File: config.mk
export PLATFORM = sky130hd
export DESIGN_NAME = code_transmitter_flat
export DESIGN_NICKNAME = d
export VERILOG_FILES = /design/src/rtl/code_transmitter_pkg.sv /design/src/rtl/code_transmitter_if.sv /design/src/rtl/code_transmitter_encoder.sv /design/src/rtl/code_transmitter.sv /design/src/flat_wrapper.sv
export SDC_FILE = /design/constraint.sdc
export NUM_CORES = 1
export LEC_CHECK = 0
export ABC_AREA = 1
export CORE_MARGIN = 2
export CORE_UTILIZATION = 57
export CTS_BUF_LIST = sky130_fd_sc_hd__clkbuf_16
export DETAILED_ROUTE_END_ITERATION = 8
export PLACE_DENSITY_LB_ADDON = 0.2
export SYNTH_ARGS = -nofsm -noshare
export SYNTH_HDL_FRONTEND = slang
export SYNTH_SLANG_ARGS = --single-unit
File: constraint.sdc
create_clock -name clock -period 2.8 [get_ports clock]
set_input_delay 0.28 -clock clock [delete_from_list [all_inputs] [get_ports clock]]
set_output_delay 0.28 -clock clock [all_outputs]
set_load 0.02 [all_outputs]
File: src/rtl/code_transmitter_pkg.sv
// ============================================================================
// Module  : code_transmitter_pkg
// Brief   : Shared constants, Hamming(7,4) bit order and FSM states for the
//           serial code transmitter.
// Revision: 1.0 - initial release
// ============================================================================
`default_nettype none

package code_transmitter_pkg;

  localparam int NIBBLE_BITS = 4;
  localparam int CODE_BITS   = 7;
  localparam int FRAME_BITS  = 8;
  localparam logic START_BIT = 1'b1;

  // Codeword bit positions: c[6:0] = {d3, d2, d1, p2, d0, p1, p0}
  localparam int HAM_P0 = 0;
  localparam int HAM_P1 = 1;
  localparam int HAM_D0 = 2;
  localparam int HAM_P2 = 3;
  localparam int HAM_D1 = 4;
  localparam int HAM_D2 = 5;
  localparam int HAM_D3 = 6;

  typedef enum logic [1:0] {
    ST_IDLE = 2'd0,
    ST_DATA = 2'd1,
    ST_GAP  = 2'd2
  } state_t;

endpackage

`default_nettype wire

File: src/rtl/code_transmitter_if.sv
// ============================================================================
// Module  : code_transmitter_if
// Brief   : Nibble handshake plus serial line and busy flag of the transmitter.
// Revision: 1.0 - initial release
// ============================================================================
`default_nettype none

interface code_transmitter_if;
  import code_transmitter_pkg::*;

  logic [NIBBLE_BITS-1:0] io_in_data;
  logic                   io_in_valid;
  logic                   io_in_ready;
  logic                   io_output;
  logic                   io_busy;

  modport master (
    output io_in_data,
    output io_in_valid,
    input  io_in_ready,
    input  io_output,
    input  io_busy
  );

  modport slave (
    input  io_in_data,
    input  io_in_valid,
    output io_in_ready,
    output io_output,
    output io_busy
  );

endinterface

`default_nettype wire

File: src/rtl/code_transmitter_encoder.sv
// ============================================================================
// Module  : hamming74_encoder
// Brief   : Combinational Hamming(7,4) encoder, 4-bit nibble to 7-bit codeword.
// Revision: 1.0 - initial release
// ============================================================================
`default_nettype none

module hamming74_encoder
  import code_transmitter_pkg::*;
(
  input  logic [NIBBLE_BITS-1:0] i_data,
  output logic [CODE_BITS-1:0]   o_code
);

  always_comb begin
    o_code         = '0;
    o_code[HAM_P0] = i_data[0] ^ i_data[1] ^ i_data[3];
    o_code[HAM_P1] = i_data[0] ^ i_data[2] ^ i_data[3];
    o_code[HAM_P2] = i_data[1] ^ i_data[2] ^ i_data[3];
    o_code[HAM_D0] = i_data[0];
    o_code[HAM_D1] = i_data[1];
    o_code[HAM_D2] = i_data[2];
    o_code[HAM_D3] = i_data[3];
  end

endmodule

`default_nettype wire

File: src/rtl/code_transmitter.sv
// ============================================================================
// Module  : code_transmitter
// Brief   : Hamming(7,4)-encodes a nibble and shifts out start bit + codeword
//           MSB first, followed by GAP_BITS zero bits.
// Revision: 1.0 - initial release
// ============================================================================
`default_nettype none

module code_transmitter
  import code_transmitter_pkg::*;
#(
  parameter int BIT_CYCLES = 1,
  parameter int GAP_BITS   = 3
) (
  input  logic               clock,
  input  logic               reset,
  code_transmitter_if.slave  link
);

  localparam int CYC_W   = (BIT_CYCLES > 1) ? $clog2(BIT_CYCLES) : 1;
  localparam int BIT_MAX = (GAP_BITS > FRAME_BITS) ? GAP_BITS : FRAME_BITS;
  localparam int BIT_W   = $clog2(BIT_MAX);

  localparam logic [CYC_W-1:0] C_CYC_LAST  = CYC_W'(BIT_CYCLES - 1);
  localparam logic [BIT_W-1:0] C_DATA_LAST = BIT_W'(FRAME_BITS - 1);
  localparam logic [BIT_W-1:0] C_GAP_LAST  = BIT_W'((GAP_BITS > 0) ? GAP_BITS - 1 : 0);

  state_t                  r_state;
  logic [CYC_W-1:0]        r_cyc_cnt;
  logic [BIT_W-1:0]        r_bit_cnt;
  logic [FRAME_BITS-1:0]   r_shift;
  logic                    r_out;
  logic                    r_busy;

  logic [CODE_BITS-1:0]    w_code;
  logic [FRAME_BITS-1:0]   w_frame;
  logic                    w_last_cyc;
  logic                    w_end_ready;
  logic                    w_ready;
  logic                    w_xfer;

  hamming74_encoder u_encoder (
    .i_data (link.io_in_data),
    .o_code (w_code)
  );

  assign w_frame    = {START_BIT, w_code};
  assign w_last_cyc = (r_cyc_cnt == C_CYC_LAST);

  // The next nibble may be taken in the very last clock of the frame+gap.
  generate
    if (GAP_BITS == 0) begin : g_no_gap
      assign w_end_ready = (r_state == ST_DATA) && (r_bit_cnt == C_DATA_LAST) && w_last_cyc;
    end else begin : g_gap
      assign w_end_ready = (r_state == ST_GAP) && (r_bit_cnt == C_GAP_LAST) && w_last_cyc;
    end
  endgenerate

  assign w_ready = reset && ((r_state == ST_IDLE) || w_end_ready);
  assign w_xfer  = link.io_in_valid && w_ready;

  assign link.io_in_ready = w_ready;
  assign link.io_output   = r_out;
  assign link.io_busy     = r_busy;

  always_ff @(posedge clock) begin
    if (!reset) begin
      r_state   <= ST_IDLE;
      r_cyc_cnt <= '0;
      r_bit_cnt <= '0;
      r_shift   <= '0;
      r_out     <= 1'b0;
      r_busy    <= 1'b0;
    end else if (w_xfer) begin
      // r_shift holds the bits still to send, next one at the MSB.
      r_state   <= ST_DATA;
      r_cyc_cnt <= '0;
      r_bit_cnt <= '0;
      r_shift   <= {w_frame[FRAME_BITS-2:0], 1'b0};
      r_out     <= w_frame[FRAME_BITS-1];
      r_busy    <= 1'b1;
    end else begin
      case (r_state)
        ST_IDLE: begin
        end
        ST_DATA: begin
          if (w_last_cyc) begin
            r_cyc_cnt <= '0;
            if (r_bit_cnt == C_DATA_LAST) begin
              r_bit_cnt <= '0;
              r_out     <= 1'b0;
              if (GAP_BITS == 0) begin
                r_state <= ST_IDLE;
                r_busy  <= 1'b0;
              end else begin
                r_state <= ST_GAP;
              end
            end else begin
              r_bit_cnt <= r_bit_cnt + 1'b1;
              r_out     <= r_shift[FRAME_BITS-1];
              r_shift   <= {r_shift[FRAME_BITS-2:0], 1'b0};
            end
          end else begin
            r_cyc_cnt <= r_cyc_cnt + 1'b1;
          end
        end
        ST_GAP: begin
          if (w_last_cyc) begin
            r_cyc_cnt <= '0;
            if (r_bit_cnt == C_GAP_LAST) begin
              r_bit_cnt <= '0;
              r_state   <= ST_IDLE;
              r_busy    <= 1'b0;
            end else begin
              r_bit_cnt <= r_bit_cnt + 1'b1;
            end
          end else begin
            r_cyc_cnt <= r_cyc_cnt + 1'b1;
          end
        end
        default: begin
          r_state <= ST_IDLE;
          r_out   <= 1'b0;
          r_busy  <= 1'b0;
        end
      endcase
    end
  end

endmodule

`default_nettype wire
File: src/flat_wrapper.sv
// flat-port wrapper written by rule: the top's interface ports become plain ports
module code_transmitter_flat import code_transmitter_pkg::*;
#(
  parameter int BIT_CYCLES = 1,
  parameter int GAP_BITS   = 3
)
  (clock, reset, link_io_in_data, link_io_in_valid, link_io_in_ready, link_io_output, link_io_busy);
  code_transmitter_if link_i ();
  input  logic clock;
  input  logic reset;
  input wire logic [$bits(link_i.io_in_data)-1:0] link_io_in_data;
  input wire logic [$bits(link_i.io_in_valid)-1:0] link_io_in_valid;
  output wire logic [$bits(link_i.io_in_ready)-1:0] link_io_in_ready;
  output wire logic [$bits(link_i.io_output)-1:0] link_io_output;
  output wire logic [$bits(link_i.io_busy)-1:0] link_io_busy;
  assign link_i.io_in_data = link_io_in_data;
  assign link_i.io_in_valid = link_io_in_valid;
  assign link_io_in_ready = link_i.io_in_ready;
  assign link_io_output = link_i.io_output;
  assign link_io_busy = link_i.io_busy;
  code_transmitter #(.BIT_CYCLES(BIT_CYCLES), .GAP_BITS(GAP_BITS)) u_core (.clock(clock), .reset(reset), .link(link_i));
endmodule
==> key figures <==
Outcome
  – Status: finished clean

STA
  – F_max: 471 MHz
  – RSZ-0062 raised after global routing: no
  – Final hold violations: 0
  – Final min period: 2.12 ns
  – Final setup skew: between 0.002 and 0.003 ns
  – Worst slew margin: 81.9%
  – Final Setup Violations: 0
  – Period utilization: 75.8%
  – Final setup TNS: 0 ns
  – Slew at the pin closest to its max-slew limit: 0.270 ns
  – Final number of max-transition violations: 0

Detailed routing
  – Vias: roughly 770
  – Drt total wl: between 1500 and 2000 µm
  – Metal1 wirelength: 672 µm
  – First drt pass iteration count: 4
  – Uppermost layer routed: met4
  – # DRC: 0
  – Post-route ant nets: 0
  – Routed wl met2: 770 µm
  – Vias/cell: 5.15
  – Initial DRC count: 24
  – Drt wl/cell: slightly above 10 µm
  – Routed wl met3: 71 µm

Clocking
  – Post-CTS resize count: 0
  – CTS tree: done
  – Num Clock Sinks: 14
  – Clk buf depth: 2
  – Post-CTS setup buffer count: 0
  – Clock latency on the worst-skew pair: 0.24 ns
  – Root Buffer: clkbuf_16
  – Clock-pin slew on the worst setup and hold paths: 0.05 ns
  – CTS Buf Count: 3
  – Post-CTS Hold Buffers: 0
  – Max H-tree Level: 1

Final layout
  – Area growth syn-to-layout: 20.2%
  – Proportion of layout cells with a drive suffix above 1: approximately 9.7%
  – Fillers: between 100 and 150
  – Nets@finish: 148
  – Diodes inserted: 0
  – Most common cell after layout, fill and taps aside: nand2_1
  – Most frequent cells in the layout: nand2_1 (32), nand3_1 (23), inv_1 (20)
  – Finished Layout Cells: 150

Pwr
  – Total power: between 0.6 and 0.7 mW
  – P_int: 0.450 mW
  – Combinational Power Share: between 10% and 20%
  – Clk network pwr share: 43.9%
  – Leak pwr: 0.508 nW
  – Switching component of the power: roughly 0.15 mW
  – Pwr dens: 581 nW/µm²
  – Maximum VDD drop: 0.378 mV
  – Seq pwr share: a little under two fifths
  – Net Sw Frac: 25.1%

Critical path
  – CP max FO: 3
  – Critical Path Source Type: flip-flop
  – Buf+Inv Stages, Crit Path: 3
  – Most used cell along the critical path: inv_1
  – Crit-path cells: inv_1 -> ha_1 -> nand3_2 -> nand2_2 -> nand2_1 -> inv_1 -> clkdlybuf4s50_1
  – Setup CP Type: flip-flop to output port
  – Kind of cell adding the most delay to the critical path: buffers and inverters
  – Critical Path AT: around 1.8 ns
  – CP Data Required Time: 2.52 ns
  – Slowest stage cell, crit path: clkdlybuf4s50_1
  – Crit path capture type: output port
  – CP peak stage delay: 0.59 ns

Place
  – RD Place Congestion: 0.833
  – DP Wirelength: roughly 1200 µm
  – DP Cell Count: 146
  – IO Port Bufs: 9

Die
  – I/O pins: 10
  – Chip Height: 42.9 µm
  – Core area: 1450 µm²
  – Die Wd: 42.9 µm
  – Initial Util: 59.2%
  – Overall die area: 1840 µm²
  – Num rows: 14

Synth
  – Mapped Nets: 135
  – Synth warn: 0
  – Synthesized area per cell: 7.06 µm²
  – Post-synthesis sequential area ratio: between 30% and 40%
  – Mapped Area: 861 µm²
  – Seq cells post-synth: 14
  – Post-synth cell types: 21
  – Synth Instances: 122

Min path
  – Worst hold-check path type: flip-flop to flip-flop

Global route
  – Grt ovf: 0
  – Vias in the first global route: 658
  – Largest net degree at the start of global routing: 18
  – GRT Overall Usage: 19.0%
  – First-pass GRT wire length: 2630 µm
  – Antenna violations before repair: 0

Flow run
  – # Max-Cap Violations: 0
[per-stage QoR]
step	worst slack, ns	utilization (%)	hold WS [ns]	cell area (µm²)
floorplan	1.45	-	0.454	861
global placement	0.836	65.7	0.466	956
detailed placement	0.811	65.7	0.480	956
CTS	0.666	71.2	0.488	1030
global route	0.593	71.2	0.508	1030
finish	0.676	71.2	0.486	1030
[registers in the layout (all words and copies together), names as in the netlist]
signal,cells
u_core.r_shift,7
u_core.r_bit_cnt,3
u_core.r_state,2
u_core.link.io_busy,1
u_core.link.io_output,1
[synth_stat cells]
cell type | count | area [µm²]
a22oi_1 | 1 | 7.51
nor2_4 | 2 | 22.5
nand3_2 | 1 | 10.0
nand2_2 | 2 | 12.5
a211oi_1 | 1 | 7.51
o211ai_1 | 1 | 7.51
nand3_4 | 1 | 17.5
nor3_1 | 1 | 5.00
nand3b_1 | 1 | 7.51
a21oi_1 | 4 | 20.0
buf_6 | 2 | 22.5
nand2_1 | 32 | 120
dfxtp_1 | 14 | 280
xor2_1 | 1 | 8.76
nand3_1 | 23 | 115
o21ai_0 | 2 | 10.0
ha_1 | 6 | 75.1
or2_2 | 3 | 18.8
nor2_1 | 3 | 11.3
inv_1 | 20 | 75.1
nand4_1 | 1 | 6.26
[cells by family (layout without fill, tap and decap cells)]
group | after synthesis | count (layout) | share of synthesized area, %
and+or+nand+nor | 70 | 70 | 40.3
xor gates and xnor gates | 1 | 1 | 1.02
AOI/OAI and AO/OA | 9 | 9 | 6.11
buffers and inverters | 22 | 34 | 11.3
adders and majority gates | 6 | 6 | 8.72
DFF | 14 | 14 | 32.6
[worst reg2reg max path, stage by stage (launching register included)]
cell and delay, ns:
dfxtp_1 0.32, ha_1 0.20, ha_1 0.24, nor2_4 0.22, inv_1 0.16, nand3_1 0.11, nand3_1 0.07, nand2_1 0.06
inv_1 0.04
[layout make-up]
type / count / area, µm² / share of cell area, %
Multi-Input combinational cell: 86 / 483 / 46.7
Sequential cell: 14 / 280 / 27.1
Timing Repair Buffer: 10 / 97.6 / 9.43
Clock buffer: 3 / 75.1 / 7.26
Inverter: 20 / 75.1 / 7.26
Tap cell: 16 / 20.0 / 1.93
Clock inverter: 1 / 3.75 / 0.363
[final timing paths]
kind                                       to  depth (start not counted)  slack (ns)                             start
max reg2reg    u_core.r_shift[4]$_SDFFE_PN0P_                          8        1.28  u_core.r_bit_cnt[0]$_SDFFE_PP0P_
min          u_core.r_bit_cnt[0]$_SDFFE_PP0P_                          2        0.49  u_core.r_bit_cnt[0]$_SDFFE_PP0P_
min reg2reg  u_core.r_bit_cnt[0]$_SDFFE_PP0P_                          2        0.49  u_core.r_bit_cnt[0]$_SDFFE_PP0P_
max                          link_io_in_ready                          7        0.68    u_core.r_state[0]$_SDFFE_PN0P_
[routing by layer]
layer / global-route usage, % / vias up
met5: 0 / -
met4: 7.50 / 0
met3: 5.11 / 4
met2: 31.8 / 11
met1: 23.0 / 344
li1: - / 414
[power groups by stage]
stage	registers [mW]	logic (mW)	clock network (mW)
global placement	0.226	0.113	0
CTS	0.223	0.116	0.268
detailed placement	0.226	0.115	0
floorplan	0.230	0.0757	0
finish	0.223	0.114	0.264
global route	0.224	0.129	0.280
Power figures use the tool's default switching activity.
